--- src/rtl/sha256_round_core.sv ---
// ---------------------------------------------------------------------------
// sha256_round_core
//
// Purpose:
//   SHA-256 compression engine that applies one round per schedule word
//   received from an upstream message-schedule stage. A block starts from a
//   chaining value, consumes W_LENGTH words in strict round order and then
//   emits the updated chaining value for one cycle.
//
// Ports:
//   clock      in   1    rising-edge clock for all state
//   reset      in   1    asynchronous, active-low reset
//   start      in   1    one-cycle request to begin a new block (IDLE only)
//   h_in       in   256  chaining value H0..H7, H0 in [255:224]
//   w_valid    in   1    qualifies cur_w / w_index
//   cur_w      in   32   schedule word Wt
//   w_index    in   clog2(W_LENGTH)  round number t of cur_w
//   busy       out  1    high whenever the engine is not idle
//   hash_valid out  1    one-cycle pulse marking a new hash_out
//   hash_out   out  256  updated chaining value, H0 in [255:224]
//   seq_error  out  1    sticky flag: a word arrived out of order
// ---------------------------------------------------------------------------
module sha256_round_core #(
  parameter int W_LENGTH = 64
) (
  input  logic                        clock,
  input  logic                        reset,
  input  logic                        start,
  input  logic [255:0]                h_in,
  input  logic                        w_valid,
  input  logic [31:0]                 cur_w,
  input  logic [$clog2(W_LENGTH)-1:0] w_index,
  output logic                        busy,
  output logic                        hash_valid,
  output logic [255:0]                hash_out,
  output logic                        seq_error
);

  localparam int IDX_W = $clog2(W_LENGTH);
  localparam logic [IDX_W-1:0] LAST_T = IDX_W'(W_LENGTH - 1);

  localparam logic [1:0] IDLE  = 2'd0;
  localparam logic [1:0] ROUND = 2'd1;
  localparam logic [1:0] FINAL = 2'd2;

  // SHA-256 round constants K[0..63]
  localparam logic [31:0] K [0:63] = '{
    32'h428a2f98, 32'h71374491, 32'hb5c0fbcf, 32'he9b5dba5,
    32'h3956c25b, 32'h59f111f1, 32'h923f82a4, 32'hab1c5ed5,
    32'hd807aa98, 32'h12835b01, 32'h243185be, 32'h550c7dc3,
    32'h72be5d74, 32'h80deb1fe, 32'h9bdc06a7, 32'hc19bf174,
    32'he49b69c1, 32'hefbe4786, 32'h0fc19dc6, 32'h240ca1cc,
    32'h2de92c6f, 32'h4a7484aa, 32'h5cb0a9dc, 32'h76f988da,
    32'h983e5152, 32'ha831c66d, 32'hb00327c8, 32'hbf597fc7,
    32'hc6e00bf3, 32'hd5a79147, 32'h06ca6351, 32'h14292967,
    32'h27b70a85, 32'h2e1b2138, 32'h4d2c6dfc, 32'h53380d13,
    32'h650a7354, 32'h766a0abb, 32'h81c2c92e, 32'h92722c85,
    32'ha2bfe8a1, 32'ha81a664b, 32'hc24b8b70, 32'hc76c51a3,
    32'hd192e819, 32'hd6990624, 32'hf40e3585, 32'h106aa070,
    32'h19a4c116, 32'h1e376c08, 32'h2748774c, 32'h34b0bcb5,
    32'h391c0cb3, 32'h4ed8aa4a, 32'h5b9cca4f, 32'h682e6ff3,
    32'h748f82ee, 32'h78a5636f, 32'h84c87814, 32'h8cc70208,
    32'h90befffa, 32'ha4506ceb, 32'hbef9a3f7, 32'hc67178f2
  };

  logic [1:0]       state_q, state_d;
  logic [IDX_W-1:0] roundCnt_q, roundCnt_d;
  logic [255:0]     chain_q, chain_d;
  logic [255:0]     work_q, work_d;
  logic [255:0]     hashOut_q, hashOut_d;
  logic             seqErr_q, seqErr_d;

  logic [31:0] a, b, c, d, e, f, g, h;
  logic [31:0] sigma0, sigma1, choose, majority, kWord, t1, t2, newA, newE;
  logic [5:0]  kIdx;
  logic        wordHit;

  // Working variables a..h are packed with a in the top word, same layout as H.
  assign {a, b, c, d, e, f, g, h} = work_q;

  // One SHA-256 round on the current working variables and the offered word.
  always_comb begin
    kIdx     = 6'(roundCnt_q);
    kWord    = K[kIdx];
    sigma1   = {e[5:0], e[31:6]} ^ {e[10:0], e[31:11]} ^ {e[24:0], e[31:25]};
    sigma0   = {a[1:0], a[31:2]} ^ {a[12:0], a[31:13]} ^ {a[21:0], a[31:22]};
    choose   = (e & f) ^ (~e & g);
    majority = (a & b) ^ (a & c) ^ (b & c);
    t1       = h + sigma1 + choose + kWord + cur_w;
    t2       = sigma0 + majority;
    newA     = t1 + t2;
    newE     = d + t1;
  end

  // A word counts only when it is the one the round counter is waiting for.
  assign wordHit = w_valid && (w_index == roundCnt_q);

  // Next-state logic. The final hash is formed on the same edge that consumes
  // the last word, so hash_out is already valid while hash_valid is high.
  always_comb begin
    state_d    = state_q;
    roundCnt_d = roundCnt_q;
    chain_d    = chain_q;
    work_d     = work_q;
    hashOut_d  = hashOut_q;
    seqErr_d   = seqErr_q;
    case (state_q)
      IDLE: begin
        if (start) begin
          chain_d    = h_in;
          work_d     = h_in;
          roundCnt_d = '0;
          seqErr_d   = 1'b0;
          state_d    = ROUND;
        end
      end
      ROUND: begin
        if (wordHit) begin
          work_d = {newA, a, b, c, newE, e, f, g};
          if (roundCnt_q == LAST_T) begin
            hashOut_d = {chain_q[255:224] + newA, chain_q[223:192] + a,
                         chain_q[191:160] + b,    chain_q[159:128] + c,
                         chain_q[127:96]  + newE, chain_q[95:64]   + e,
                         chain_q[63:32]   + f,    chain_q[31:0]    + g};
            state_d   = FINAL;
          end else begin
            roundCnt_d = roundCnt_q + 1'b1;
          end
        end else if (w_valid) begin
          seqErr_d = 1'b1;
        end
      end
      FINAL: begin
        state_d = IDLE;
      end
      default: begin
        state_d = IDLE;
      end
    endcase
  end

  always_ff @(posedge clock or negedge reset) begin
    if (!reset) begin
      state_q    <= IDLE;
      roundCnt_q <= '0;
      chain_q    <= '0;
      work_q     <= '0;
      hashOut_q  <= '0;
      seqErr_q   <= 1'b0;
    end else begin
      state_q    <= state_d;
      roundCnt_q <= roundCnt_d;
      chain_q    <= chain_d;
      work_q     <= work_d;
      hashOut_q  <= hashOut_d;
      seqErr_q   <= seqErr_d;
    end
  end

  assign busy       = (state_q != IDLE);
  assign hash_valid = (state_q == FINAL);
  assign hash_out   = hashOut_q;
  assign seq_error  = seqErr_q;

endmodule

--- config.mk ---
export PLATFORM = sky130hd
export DESIGN_NAME = sha256_round_core
export DESIGN_NICKNAME = d
export VERILOG_FILES = /design/src/rtl/sha256_round_core.sv
export SDC_FILE = /design/constraint.sdc
export NUM_CORES = 2
export LEC_CHECK = 0
export CAP_MARGIN = 20
export CELL_PAD_IN_SITES_DETAIL_PLACEMENT = 0
export CELL_PAD_IN_SITES_GLOBAL_PLACEMENT = 2
export CORE_UTILIZATION = 38
export DETAILED_ROUTE_END_ITERATION = 8
export PLACE_DENSITY_LB_ADDON = 0.1
export SLEW_MARGIN = 40
export SYNTH_ARGS = -nofsm -noshare
export SYNTH_HDL_FRONTEND = slang
export SYNTH_SLANG_ARGS = --single-unit
--- constraint.sdc ---
create_clock -name clock -period 29.2 [get_ports clock]
set_input_delay 5.84 -clock clock [delete_from_list [all_inputs] [get_ports clock]]
set_output_delay 5.84 -clock clock [all_outputs]
set_load 0.02 [all_outputs]
==> reports/metrics.yaml <==
gp_congestion: 0.965
crit_buf_inv: 6
htreeDepth: 3
slew_headroom: 0.295
die_w_um: 380
max_stage_delay_ns: 0.60
worstSetupStartpointType: "primary input"
drv_slew: 0
grt_pass1_vias: 48000
syn_inst: 6588
initial_core_util: 0.383
r2r_slack_ns: 17.55
grt.overflow.total: 0
cpMostUsedCell: "inv_1"
ios: 557
post-route-drc-count: 0
core_area_um2: 142000
tightest_slew_ns: 1.06
max_freq_mhz: 66.4
clk_pin_slew_ns: 0.06
yosysMostFrequentCell: "nand2_1"
ys_seq_area_frac: 0.359
synth_xor_area_frac: 0.0715
via_per_inst: 5.47
nets: 7794
cts_tree: "yes"
hold_buffers: 0
ys_ff_latch: 777
synth_warnings: 0
syn_area_per_cell_um2: 8.23
syn_nets: 7392
drt_pass1_iterations: 6
min_path_type: "flop to flop"
dp_hpwl_um: 182000
crit_required_ns: 29.79
synth_mux_area_frac: 0.0147
yosys-top-cells-count: "1682 x nand2_1, 777 x dfrtp_1, 483 x nor2_1, 416 x o21ai_0, 372 x ha_1"
synthDominantCellAreaShare: 0.359
cts_buffer_depth: 3
min_period_ns: 15.05
setup_tns_ns: 0
clk_latency_ns: 0.74
synth-adder-area-share: 0.139
ys_async_sr_fraction: 1.00
rsz0062_at_grt: "no"
post_cts.repair.setup_buffers: 0
antenna_found_initial: 4
yosys.cell_types.count: 84
fin_skew_ns: 0.0410
synth-edff-count: 0
synth_top_family_by_area: "simple AND/OR/NAND/NOR gates"
drtIter0Drc: 4143
period_share: 0.516
cts.sinks: 777
netlist_area_um2: 54200
vias: 49000
final_hold_viol_count: 0
die_y_um: 380
outcome: "finished, final reports clean"
synth-compound-area-share: 0.182
dp_cells: 8780
grt_pass1_wl_um: 341000
cts-resized-gates: 0
setup_violations: 0
n_fill_cell: 14200
synth_area_leaders: "dfrtp_1 36%, nand2_1 12%, ha_1 8.6%, fa_1 4.9%, xnor2_1 4.2%"
grt_use_total: 0.322
maxCapViolations: 0
routed_wl_um: 236000
yosysTopAreaCell: "dfrtp_1"
synth_ff_type: "dfrtp_1"
cts_buffers: 96
worstSetupPathType: "primary input to flop"
crit_arrival_ns: 15.64
die_area_um2: 144000
layout-drive-gt1-share: 0.0521
crit_path_end_kind: "flop"
worst_path_dominant_cell_family: "compound AO/OA/AOI/OAI gates"
synthSimpleGateAreaFrac: 0.187
fin_hold_ws_ns: 0.468
areaGrowthSynthToFinish_pct: 20.6
stdcell_count: 8964
io_buffers: 556
cp_max_fo: 7
cpMaxStageDelayCell: "clkdlybuf4s50_1"
root_buffer: "clkbuf_16"
post_drt_wl_per_cell_um: 26.3
grt_max_degree: 135
num_rows: 138
ant_nets: 0
==> cell families (layout without fill, tap and decap cells) <==
family / after synthesis / count (layout)
other: 0 / 4
and+or+nand+nor: 2505 / 2505
adders and majority gates: 524 / 524
muxes: 65 / 65
buffers and inverters: 685 / 1167
AOI/OAI and AO/OA: 1589 / 1589
xor gates and xnor gates: 443 / 443
DFF: 777 / 777
==> metal layers <==
| metal | vias up | global-route usage | routed length [um] |
|---|---|---|---|
| li1 | 23100 | - | - |
| met1 | 24000 | 0.410 | 98900 |
| met2 | 1491 | 0.549 | 114000 |
| met3 | 382 | 0.0418 | 11100 |
| met4 | 2 | 0.133 | 11400 |
| met5 | - | 0 | 7 |
==> cell usage in the layout, fill, tap and decap left out, drive strengths merged, types with 19 or more instances in the layout <==
cell / Yosys / final
nor2b: 30 / 30
ha: 372 / 372
xnor2: 261 / 261
nand2: 1682 / 1682
and3: 23 / 23
a21o: 159 / 159
or3: 19 / 19
o31ai: 38 / 38
nor2: 483 / 483
o21a: 45 / 45
a31oi: 298 / 298
clkdlybuf4s50: 0 / 555
a21oi: 351 / 351
o21ai: 428 / 428
buf: 17 / 95
a211oi: 45 / 45
nand2b: 56 / 56
nand3: 65 / 65
fa: 134 / 134
xor2: 182 / 182
inv: 337 / 338
o211ai: 36 / 36
mux2i: 19 / 19
mux2: 38 / 38
o21bai: 48 / 48
dfrtp: 777 / 777
clkbuf: 329 / 146
nor3: 55 / 55
==> state kept, by name, indices dropped and copies added, names as in the netlist <==
| signal | flops |
|---|---|
| chain_q | 256 |
| hash_out | 256 |
| kIdx | 6 |
| seq_error | 1 |
| state_q | 2 |
| work_q | 256 |
==> path summary, 6_finish.rpt <==
kind                                                 from                        end  cells after the start
max in group asynchronous                           reset  hash_out[217]$_DFFE_PN0P_                      6
worst max-delay path                             cur_w[2]  hash_out[255]$_DFFE_PN0P_                     38
worst min-delay path            hash_out[224]$_DFFE_PN0P_  hash_out[224]$_DFFE_PN0P_                      2
worst max register to register        kIdx[0]$_DFFE_PN0P_  hash_out[255]$_DFFE_PN0P_                     40
worst min register to register  hash_out[224]$_DFFE_PN0P_  hash_out[224]$_DFFE_PN0P_                      2
min in group asynchronous                           reset   hash_out[81]$_DFFE_PN0P_                      1
==> worst min-delay path, delay by kind of cell, from the launching register on <==
family	cells	cell delay, ns
flops	1	0.34
simple gates	2	0.10
==> per-stage QoR <==
stage	worst slack (ns)	utilization	instance area, um2
floorplan	15.18	-	54200
global placement	13.53	0.435	61600
detailed placement	13.45	0.437	61800
CTS	14.22	0.461	65300
global route	13.61	0.462	65400
finish	14.15	0.462	65400
==> final cells by class <==
| class | instances | area (um2) | share of cell area |
|---|---|---|---|
| Sequential cell | 777 | 19500 | 0.298 |
| Clock inverter | 32 | 558 | 0.00853 |
| Multi-Input combinational cell | 5126 | 32400 | 0.495 |
| Inverter | 339 | 1270 | 0.0195 |
| Tap cell | 1890 | 2360 | 0.0362 |
| Clock buffer | 146 | 2910 | 0.0445 |
| Timing Repair Buffer | 650 | 6450 | 0.0987 |
| Antenna cell | 4 | 10.0 | 0.000153 |
Power is not shown: default switching activity piles up to over one toggle a cycle in this logic, so the estimate is an artifact.
